==> src/rtl/gomoku_pkg.sv <==
// Shared board constants, player encoding and cursor controller state type.
package gomoku_pkg;

   localparam int unsigned BOARD_N = 15;
   localparam int unsigned COORD_W = 4;

   localparam logic [COORD_W-1:0] CENTER = COORD_W'((BOARD_N - 1) / 2);

   localparam logic BLACK = 1'b0;
   localparam logic WHITE = 1'b1;

   typedef enum logic [1:0] {
      IDLE = 2'd0,
      REQ  = 2'd1,
      RESP = 2'd2
   } cursor_state_e;

endpackage

==> src/rtl/mod_wrap_counter.sv <==
// One cursor axis: counts modulo N with inc/dec and a center preset.
module mod_wrap_counter #(
   parameter int unsigned N     = 15,
   parameter int unsigned WIDTH = 4
) (
   input  logic             clk,
   input  logic             rst,
   input  logic             inc,
   input  logic             dec,
   input  logic             load_center,
   output logic [WIDTH-1:0] value
);

   localparam logic [WIDTH-1:0] CTR  = WIDTH'((N - 1) / 2);
   localparam logic [WIDTH-1:0] LAST = WIDTH'(N - 1);

   logic [WIDTH-1:0] val_q, val_d;

   // Next value: center preset wins; opposing inc+dec hold the axis.
   always_comb begin
      val_d = val_q;
      if (load_center) begin
         val_d = CTR;
      end else if (inc && !dec) begin
         val_d = (val_q == LAST) ? '0 : val_q + WIDTH'(1);
      end else if (dec && !inc) begin
         val_d = (val_q == '0) ? LAST : val_q - WIDTH'(1);
      end
   end

   // Axis register, reset to center.
   always_ff @(posedge clk or negedge rst) begin
      if (!rst) val_q <= CTR;
      else      val_q <= val_d;
   end

   assign value = val_q;

endmodule

==> src/rtl/gomoku_cursor.sv <==
// Cursor position, side-to-move tracking and placement request channel.
module gomoku_cursor
   import gomoku_pkg::*;
#(
   parameter int unsigned BOARD_N = gomoku_pkg::BOARD_N,
   parameter int unsigned COORD_W = gomoku_pkg::COORD_W
) (
   input  logic               clk,
   input  logic               rst,
   input  logic               up_p,
   input  logic               down_p,
   input  logic               left_p,
   input  logic               right_p,
   input  logic               place_p,
   input  logic               new_game_p,
   input  logic               game_over,
   output logic [COORD_W-1:0] cur_x,
   output logic [COORD_W-1:0] cur_y,
   output logic               player,
   output logic               busy,
   output logic               place_valid,
   output logic [COORD_W-1:0] place_x,
   output logic [COORD_W-1:0] place_y,
   output logic               place_player,
   input  logic               place_ready,
   input  logic               resp_valid,
   input  logic               resp_ok
);

   cursor_state_e      state_q;
   logic               player_q;
   logic               busy_q;
   logic               valid_q;
   logic [COORD_W-1:0] px_q, py_q;
   logic               pp_q;

   logic in_idle, place_go, move_en, load_c;

   // Move gating: moves only in IDLE, and a new game or accepted place drops them.
   always_comb begin
      in_idle  = (state_q == IDLE);
      load_c   = in_idle && new_game_p;
      place_go = in_idle && !new_game_p && place_p && !game_over;
      move_en  = in_idle && !new_game_p && !place_go;
   end

   mod_wrap_counter #(.N(BOARD_N), .WIDTH(COORD_W)) u_x (
      .clk         (clk),
      .rst         (rst),
      .inc         (move_en && right_p),
      .dec         (move_en && left_p),
      .load_center (load_c),
      .value       (cur_x)
   );

   mod_wrap_counter #(.N(BOARD_N), .WIDTH(COORD_W)) u_y (
      .clk         (clk),
      .rst         (rst),
      .inc         (move_en && down_p),
      .dec         (move_en && up_p),
      .load_center (load_c),
      .value       (cur_y)
   );

   // Request FSM with registered outputs; reset drops any pending request at once.
   always_ff @(posedge clk or negedge rst) begin
      if (!rst) begin
         state_q  <= IDLE;
         player_q <= BLACK;
         busy_q   <= 1'b0;
         valid_q  <= 1'b0;
         px_q     <= '0;
         py_q     <= '0;
         pp_q     <= BLACK;
      end else begin
         case (state_q)
            IDLE: begin
               if (new_game_p) begin
                  player_q <= BLACK;
               end else if (place_go) begin
                  px_q    <= cur_x;
                  py_q    <= cur_y;
                  pp_q    <= player_q;
                  valid_q <= 1'b1;
                  busy_q  <= 1'b1;
                  state_q <= REQ;
               end
            end
            REQ: begin
               if (place_ready) begin
                  valid_q <= 1'b0;
                  state_q <= RESP;
               end
            end
            RESP: begin
               if (resp_valid) begin
                  if (resp_ok) player_q <= (player_q == BLACK) ? WHITE : BLACK;
                  busy_q  <= 1'b0;
                  state_q <= IDLE;
               end
            end
            default: begin
               valid_q <= 1'b0;
               busy_q  <= 1'b0;
               state_q <= IDLE;
            end
         endcase
      end
   end

   assign player       = player_q;
   assign busy         = busy_q;
   assign place_valid  = valid_q;
   assign place_x      = px_q;
   assign place_y      = py_q;
   assign place_player = pp_q;

endmodule

==> config.mk <==
export PLATFORM = sky130hd
export DESIGN_NAME = gomoku_cursor
export DESIGN_NICKNAME = d
export VERILOG_FILES = /design/src/rtl/gomoku_pkg.sv /design/src/rtl/mod_wrap_counter.sv /design/src/rtl/gomoku_cursor.sv
export SDC_FILE = /design/constraint.sdc
export NUM_CORES = 1
export LEC_CHECK = 0
export BUFFER_PORTS_ARGS = -buffer_cell sky130_fd_sc_hd__buf_2
export CAP_MARGIN = 20
export CORE_MARGIN = 10
export CORE_UTILIZATION = 37
export CTS_BUF_LIST = sky130_fd_sc_hd__clkbuf_8 sky130_fd_sc_hd__clkbuf_16
export DETAILED_ROUTE_END_ITERATION = 6
export GPL_TIMING_DRIVEN = 0
export PLACE_DENSITY = 0.61
export SLEW_MARGIN = 10
export SYNTH_ARGS = -nofsm -noshare
export SYNTH_HDL_FRONTEND = slang
export SYNTH_SLANG_ARGS = --single-unit
export TNS_END_PERCENT = 20
==> constraint.sdc <==
create_clock -name clk -period 1.9 [get_ports clk]
set_input_delay 0.285 -clock clk [delete_from_list [all_inputs] [get_ports clk]]
set_output_delay 0.285 -clock clk [all_outputs]
set_load 0.05 [all_outputs]
-- Yosys cells after proc, flatten, opt, wreduce, memory -nomap -nowiden
Cells that the tools add are included.
- input port bits: 12
- output and inout bits: 20
- bits in registers: 22
- multiplexer cells: 26
- bitwise gates (word level): 3
- equal/unequal tests: 10
- add/subtract/negate cells: 4
- reduce and logical (&&, ||, !) cells: 31
- operators with widths (cell ; count):
    $mux 4 ; 10
    $reduce_and 4->1 ; 4
    $logic_and 1x1->1 ; 13
    $ne 2x2->1 const B ; 5
    $add 4x1->4 const B ; 2
    $eq 4x4->1 const B ; 2
    $logic_not 4->1 ; 2
    $mux 1 ; 8
    $mux 2 ; 4
    $sub 4x1->4 const B ; 2
    $logic_not 1->1 ; 7
    $pmux 1 s3 ; 2
    $pmux 2 s3 ; 1
    $reduce_bool 3->1 ; 2
    $not 1->1 ; 3
    $reduce_and 3->1 ; 1
    $eq 2x1->1 const B ; 1
    $eq 2x2->1 const B ; 1
    $logic_not 2->1 ; 1
    $ne 2x1->1 const B ; 1
    $pmux 1 s2 ; 1
    $reduce_bool 2->1 ; 1

-- Logic depth before layout (Yosys ltp)
- word-level depth: 12
- depth in mapped cells: 6
- depth with buffers taken out: 6

-- Hierarchy
A second synthesis with hierarchy kept.
- cells, all modules: 144
- area, all modules: 1465.2 um^2
- modules (own cells, without submodules) (module ; seq. area each (um^2) ; cells an instance ; instances ; area each (um^2)):
    mod_wrap_counter ; 103.8 ; 46 ; 2 ; 409.1
    gomoku_cursor ; 350.3 ; 52 ; 1 ; 646.9

-- Worst setup path before layout
OpenSTA, ideal clock, no wires.
- path kind: register -> register
- start: register u_x.val_q[0], in the netlist u_x.value[0]
- end: register u_x.val_q[0], in the netlist u_x.value[0]
- period minus slack after synthesis: 1787 ps
- path buffers: 0
- library setup time: 82 ps
- arrival: 1705 ps
- path slack: 113 ps
- stages on the path, launching flop included: 7
- path through: dfstp_2 > inv_1 > ha_1 > or3b_2 > a22oi_1 > nor2_1 > o31a_1
- cells in the longest elaborated chain, start to end: 5
- ends and longest elaborated chain (what ; RTL line ; RTL):
    from (decl) ; mod_wrap_counter.sv:17 ; logic [WIDTH-1:0] val_q, val_d;
    from (signal assigned) ; mod_wrap_counter.sv:34 ; else val_q <= val_d;
    $sub 4x1->4 or $logic_not 4->1 (tied branches) ; mod_wrap_counter.sv:27 ; val_d = (val_q == '0) ? LAST : val_q - WIDTH'(1);
    $mux 4 ; mod_wrap_counter.sv:27 ;
    $mux 4 ; mod_wrap_counter.sv:26 ; end else if (dec && !inc) begin
    $mux 4 (*) ; mod_wrap_counter.sv:24 ; end else if (inc && !dec) begin
    $mux 4 (*) ; mod_wrap_counter.sv:22 ; if (load_center) begin
Every way passes the cells marked *; elsewhere a longest branch is shown, timed or not. The select of a mux whose other input is x is not followed.
A chain may end at the register's enable or synchronous reset.

-- Final worst setup path
- start: register u_x.val_q[1], in the netlist u_x.value[1]
- end: register u_x.val_q[0], in the netlist u_x.value[0]
- cells in the longest elaborated chain, start to end: 5
- ends and longest elaborated chain (what ; RTL line):
    $logic_not 4->1 ; mod_wrap_counter.sv:27
    $mux 4 ; mod_wrap_counter.sv:27
    $mux 4 ; mod_wrap_counter.sv:26
    $mux 4 (*) ; mod_wrap_counter.sv:24
    $mux 4 (*) ; mod_wrap_counter.sv:22
Marks and branches as above.

==> Flow_metrics.wiki <==
{| class="wikitable"
! Metric !! Value
|-
| Post-Synth XOR/XNOR Area || 1.29%
|-
| Final Cycle Share || 93.0%
|-
| Gate count after technology mapping || 145
|-
| Number of nets in the final layout || 202
|-
| Final-layout setup total negative slack || 0 ps
|-
| Clock-pin slew on the worst setup and hold paths || 80 ps
|-
| Via total after detailed routing || 1208
|-
| Mapped cell area || 1360 µm²
|-
| HPWL after DPL || 2600 µm
|-
| Initial DRC Count || 83
|-
| Fraction of final layout cells with drive strength greater than 1 || 31.5%
|-
| Multi-input gate area in the final layout || 757 µm²
|-
| TritonCTS clock tree || yes
|-
| Adder-cell share of the synthesized area || 7.37%
|-
| Compound-Gate Fraction of Synth Area || 25.5%
|-
| CP arrival || 1960 ps
|-
| Worst-Margin Slew || 495 ps
|-
| Final Hold Vio Count || 0
|-
| TritonCTS buffer count || 3
|-
| Power per cell area || 1200 nW/µm²
|-
| Top-area cell type share of the netlist area || 29.5%
|-
| Total of warnings raised by yosys || 0
|-
| Data required time at the worst endpoint || 2090 ps
|-
| Post-synth EDFFs || 0
|-
| Maximum clock frequency || 0.566 GHz
|-
| Cell variety after synth || 46
|-
| Dominant combinational cell family by area after synthesis || compound AO/OA/AOI/OAI gates
|-
| Proportion of synthesized chip area in sequential cells || 41.1%
|-
| Die X || 80.6 µm
|-
| Drt via density || 5.32
|-
| Final-layout fill cell count || 345
|-
| Crit. End Element || flip-flop
|-
| Maximum fanout encountered on the critical timing path || 8
|-
| Mapped Avg Cell Area || 9.37 µm²
|-
| Result of the run || complete, no violations
|-
| Buffer cell driving the clock tree root || sky130_fd_sc_hd__clkbuf_8
|-
| Post CTS Setup Buffer Count || 0
|-
| Sequential share of power || 36.7%
|-
| Startpoint Class || flip-flop
|-
| Average wire per standard cell || 14.8 µm
|-
| Placed Cells incl. Taps || 222
|-
| Switching power total || 0.000944 W
|-
| Pwr Total || 0.00195 W
|-
| Setup-failing EPs final || 0
|-
| DRT Pass-1 Iters || 4
|-
| CP Class || flip-flop to flip-flop
|-
| Share of cell area taken by muxes after synthesis || 2.49%
|-
| Primary FF master, synth || sky130_fd_sc_hd__dfrtp_1
|-
| Switching part of the total power || 48.3%
|-
| Share of synthesized registers carrying an async set or reset || 100%
|-
| Count of unresolved DRC violations after routing || 0
|-
| Maximum VDD drop || 0.398 mV
|-
| Combinational power share || 48.6%
|-
| Effective utilization at floorplan || 39.5%
|-
| Synth top cells by count || 16 x sky130_fd_sc_hd__dfrtp_1, 13 x sky130_fd_sc_hd__nand2_1, 13 x sky130_fd_sc_hd__o21ai_0, 10 x sky130_fd_sc_hd__a21oi_1, 9 x sky130_fd_sc_hd__nor2_1
|-
| Clock tree sinks || 22
|-
| Number of rows in the core area || 21
|-
| Flip-flop and latch count after synthesis || 22
|-
| Clock skew || 5.59 ps
|-
| Max-slew violation count || 0
|-
| Share of synthesized cell area in and, or, nand and nor gates || 18.5%
|-
| Number of antenna violations at the first check in global routing || 0
|-
| Area of the core region || 3440 µm²
|-
| Worst relative slew slack || 66.6%
|-
| Antenna cells || 0
|-
| Max-capacitance violation count || 0
|-
| Leakage component of the power || 0.752 nW
|-
| Number of H-tree levels || 1
|-
| I/O pin total || 32
|-
| Fin crit period || 1770 ps
|-
| WL final || 3360 µm
|-
| First-pass GRT wire length || 5670 µm
|-
| HP Class || input pin to flip-flop
|-
| Global router's overall resource usage || 10.4%
|-
| Die footprint || 6500 µm²
|-
| Internal power || 0.00101 W
|-
| Number of global-route vias before repair || 1236
|-
| P&R area growth vs syn || 20.3%
|-
| Total global routing overflow || 0
|-
| Number of nets with antenna violations after detailed routing || 0
|-
| Minimum setup slack after placement || 59.9 ps
|-
| Net count after synthesis || 165
|-
| Clk network pwr share || 14.7%
|-
| Leading area contributor after synthesis || sky130_fd_sc_hd__dfrtp_1
|-
| Chip height || 80.6 µm
|-
| Clk Latency, worst-skew pair || 260 ps
|-
| Ranking of synthesized cells by area || sky130_fd_sc_hd__dfrtp_1 29%, sky130_fd_sc_hd__dfstp_2 12%, sky130_fd_sc_hd__ha_1 7.4%, sky130_fd_sc_hd__o21ai_0 4.8%, sky130_fd_sc_hd__a21oi_1 3.7%
|-
| Combined flip-flop and latch cell area || 558 µm²
|-
| Non-filler cells in the finished layout || 227
|-
| Final weighted congestion of routability-driven global placement || 0.898
|-
| Largest net degree at the start of global routing || 23
|-
| Most used standard cell by instance count after synthesis || sky130_fd_sc_hd__dfrtp_1
|-
| Final worst slack || 133 ps
|-
| Max Root-Sink Buffers || 2
|-
| PortBufs || 31
|}
[power groups by stage]
stage          Combinational, W  Clock, W  Sequential (W)
2_1_floorplan          0.000317         0         0.00111
3_3_place_gp           0.000939         0        0.000717
3_5_place_dp           0.000953         0        0.000725
4_1_cts                0.000958  0.000298        0.000716
5_1_grt                 0.00103  0.000315        0.000734
6_report               0.000949  0.000288        0.000716
[kinds of logic after synthesis]
group,count (synthesis)
compound gates,51
flops,22
xor+xnor,2
buf+inv,12
mux,3
fa+ha+maj,8
simple gates,47
[worst paths after layout]
path	startpoint	slack [ps]	end	cells after the start
hold reg to reg	place_y[1]	480	place_y[1]	2
max in group asynchronous	rst	1030	u_y.value[2]	2
setup / recovery	u_x.value[1]	130	u_x.value[0]	6
min in group asynchronous	rst	510	player	2
hold / removal	resp_valid	220	state_q[1]	2
setup reg to reg	u_x.value[1]	130	u_x.value[0]	6
[repair_timing]
| action | 4_1_cts | 5_1_grt |
|---|---|---|
| hold buffers | 1 | 0 |
| endpoints found under the hold margin | 16 | 0 |
| endpoints found under the setup margin | 0 | 2 |
| gates resized for setup | 0 | 3 |
[routing by layer]
| metal | GRT usage [%] | vias up | share of wire (%) |
|---|---|---|---|
| met1 | 13.3 | 572 | 47 |
| met3 | 2.56 | 2 | 6.4 |
| met2 | 16.2 | 28 | 46 |
| met5 | 0 | - | 0 |
| li1 | - | 606 | - |
| met4 | 4.58 | 0 | 0.63 |
[cells in the final DEF, fill, tap and decap left out, types with 2 or more instances in the layout]
| cell type | synthesis | layout |
|---|---|---|
| sky130_fd_sc_hd__nor3_1 | 2 | 2 |
| sky130_fd_sc_hd__o22ai_1 | 2 | 2 |
| sky130_fd_sc_hd__a21oi_1 | 10 | 10 |
| sky130_fd_sc_hd__a22oi_1 | 3 | 2 |
| sky130_fd_sc_hd__nand3_1 | 4 | 4 |
| sky130_fd_sc_hd__inv_1 | 6 | 6 |
| sky130_fd_sc_hd__o21ai_0 | 13 | 13 |
| sky130_fd_sc_hd__a2bb2oi_1 | 2 | 2 |
| sky130_fd_sc_hd__dfstp_2 | 6 | 6 |
| sky130_fd_sc_hd__clkbuf_8 | 0 | 3 |
| sky130_fd_sc_hd__nor2b_1 | 5 | 5 |
| sky130_fd_sc_hd__nand2b_1 | 5 | 5 |
| sky130_fd_sc_hd__a31oi_1 | 2 | 2 |
| sky130_fd_sc_hd__nand2_1 | 13 | 13 |
| sky130_fd_sc_hd__a211oi_1 | 3 | 3 |
| sky130_fd_sc_hd__o31ai_1 | 2 | 2 |
| sky130_fd_sc_hd__inv_2 | 1 | 2 |
| sky130_fd_sc_hd__mux2_2 | 3 | 3 |
| sky130_fd_sc_hd__nor2_1 | 9 | 9 |
| sky130_fd_sc_hd__dfrtp_1 | 16 | 16 |
| sky130_fd_sc_hd__clkbuf_1 | 2 | 2 |
| sky130_fd_sc_hd__ha_1 | 8 | 7 |
| sky130_fd_sc_hd__buf_2 | 2 | 33 |
| sky130_fd_sc_hd__xnor2_1 | 2 | 2 |
| sky130_fd_sc_hd__o211ai_1 | 2 | 2 |
[layout make-up]
| cell class | count | share of cell area, % |
|---|---|---|
| well taps | 46 | 3.52 |
| multi-input cells | 111 | 46.3 |
| clock inverters | 1 | 0.230 |
| inverters | 7 | 1.61 |
| flip-flops and latches | 22 | 34.2 |
| repair buffers | 32 | 10.1 |
| clock buffers | 3 | 2.53 |
| plain buffers | 5 | 1.53 |
[registers in the layout, summed over array words and instances (netlist names)]
| name | count |
|---|---|
| state_q | 2 |
| u_y.value | 4 |
| place_player | 1 |
| busy | 1 |
| place_valid | 1 |
| place_x | 4 |
| player | 1 |
| place_y | 4 |
| u_x.value | 4 |
[through the flow]
stage | utilization (%) | instance area [µm²] | hold slack, ps
2_1_floorplan | - | 1360 | -10.6
3_3_place_gp | 45.7 | 1570 | 272
3_5_place_dp | 45.7 | 1570 | 277
4_1_cts | 47.3 | 1630 | 220
5_1_grt | 47.5 | 1630 | 236
6_report | 47.5 | 1630 | 223
[critical path: stages, from the launching register on]
cell and delay [ps]:
sky130_fd_sc_hd__dfstp_2 410, sky130_fd_sc_hd__inv_1 120, sky130_fd_sc_hd__ha_2 230, sky130_fd_sc_hd__or3b_2 470
sky130_fd_sc_hd__a22oi_2 180, sky130_fd_sc_hd__nor2_1 60, sky130_fd_sc_hd__o31a_1 230
No activity file was read; power rests on OpenSTA's default activity.
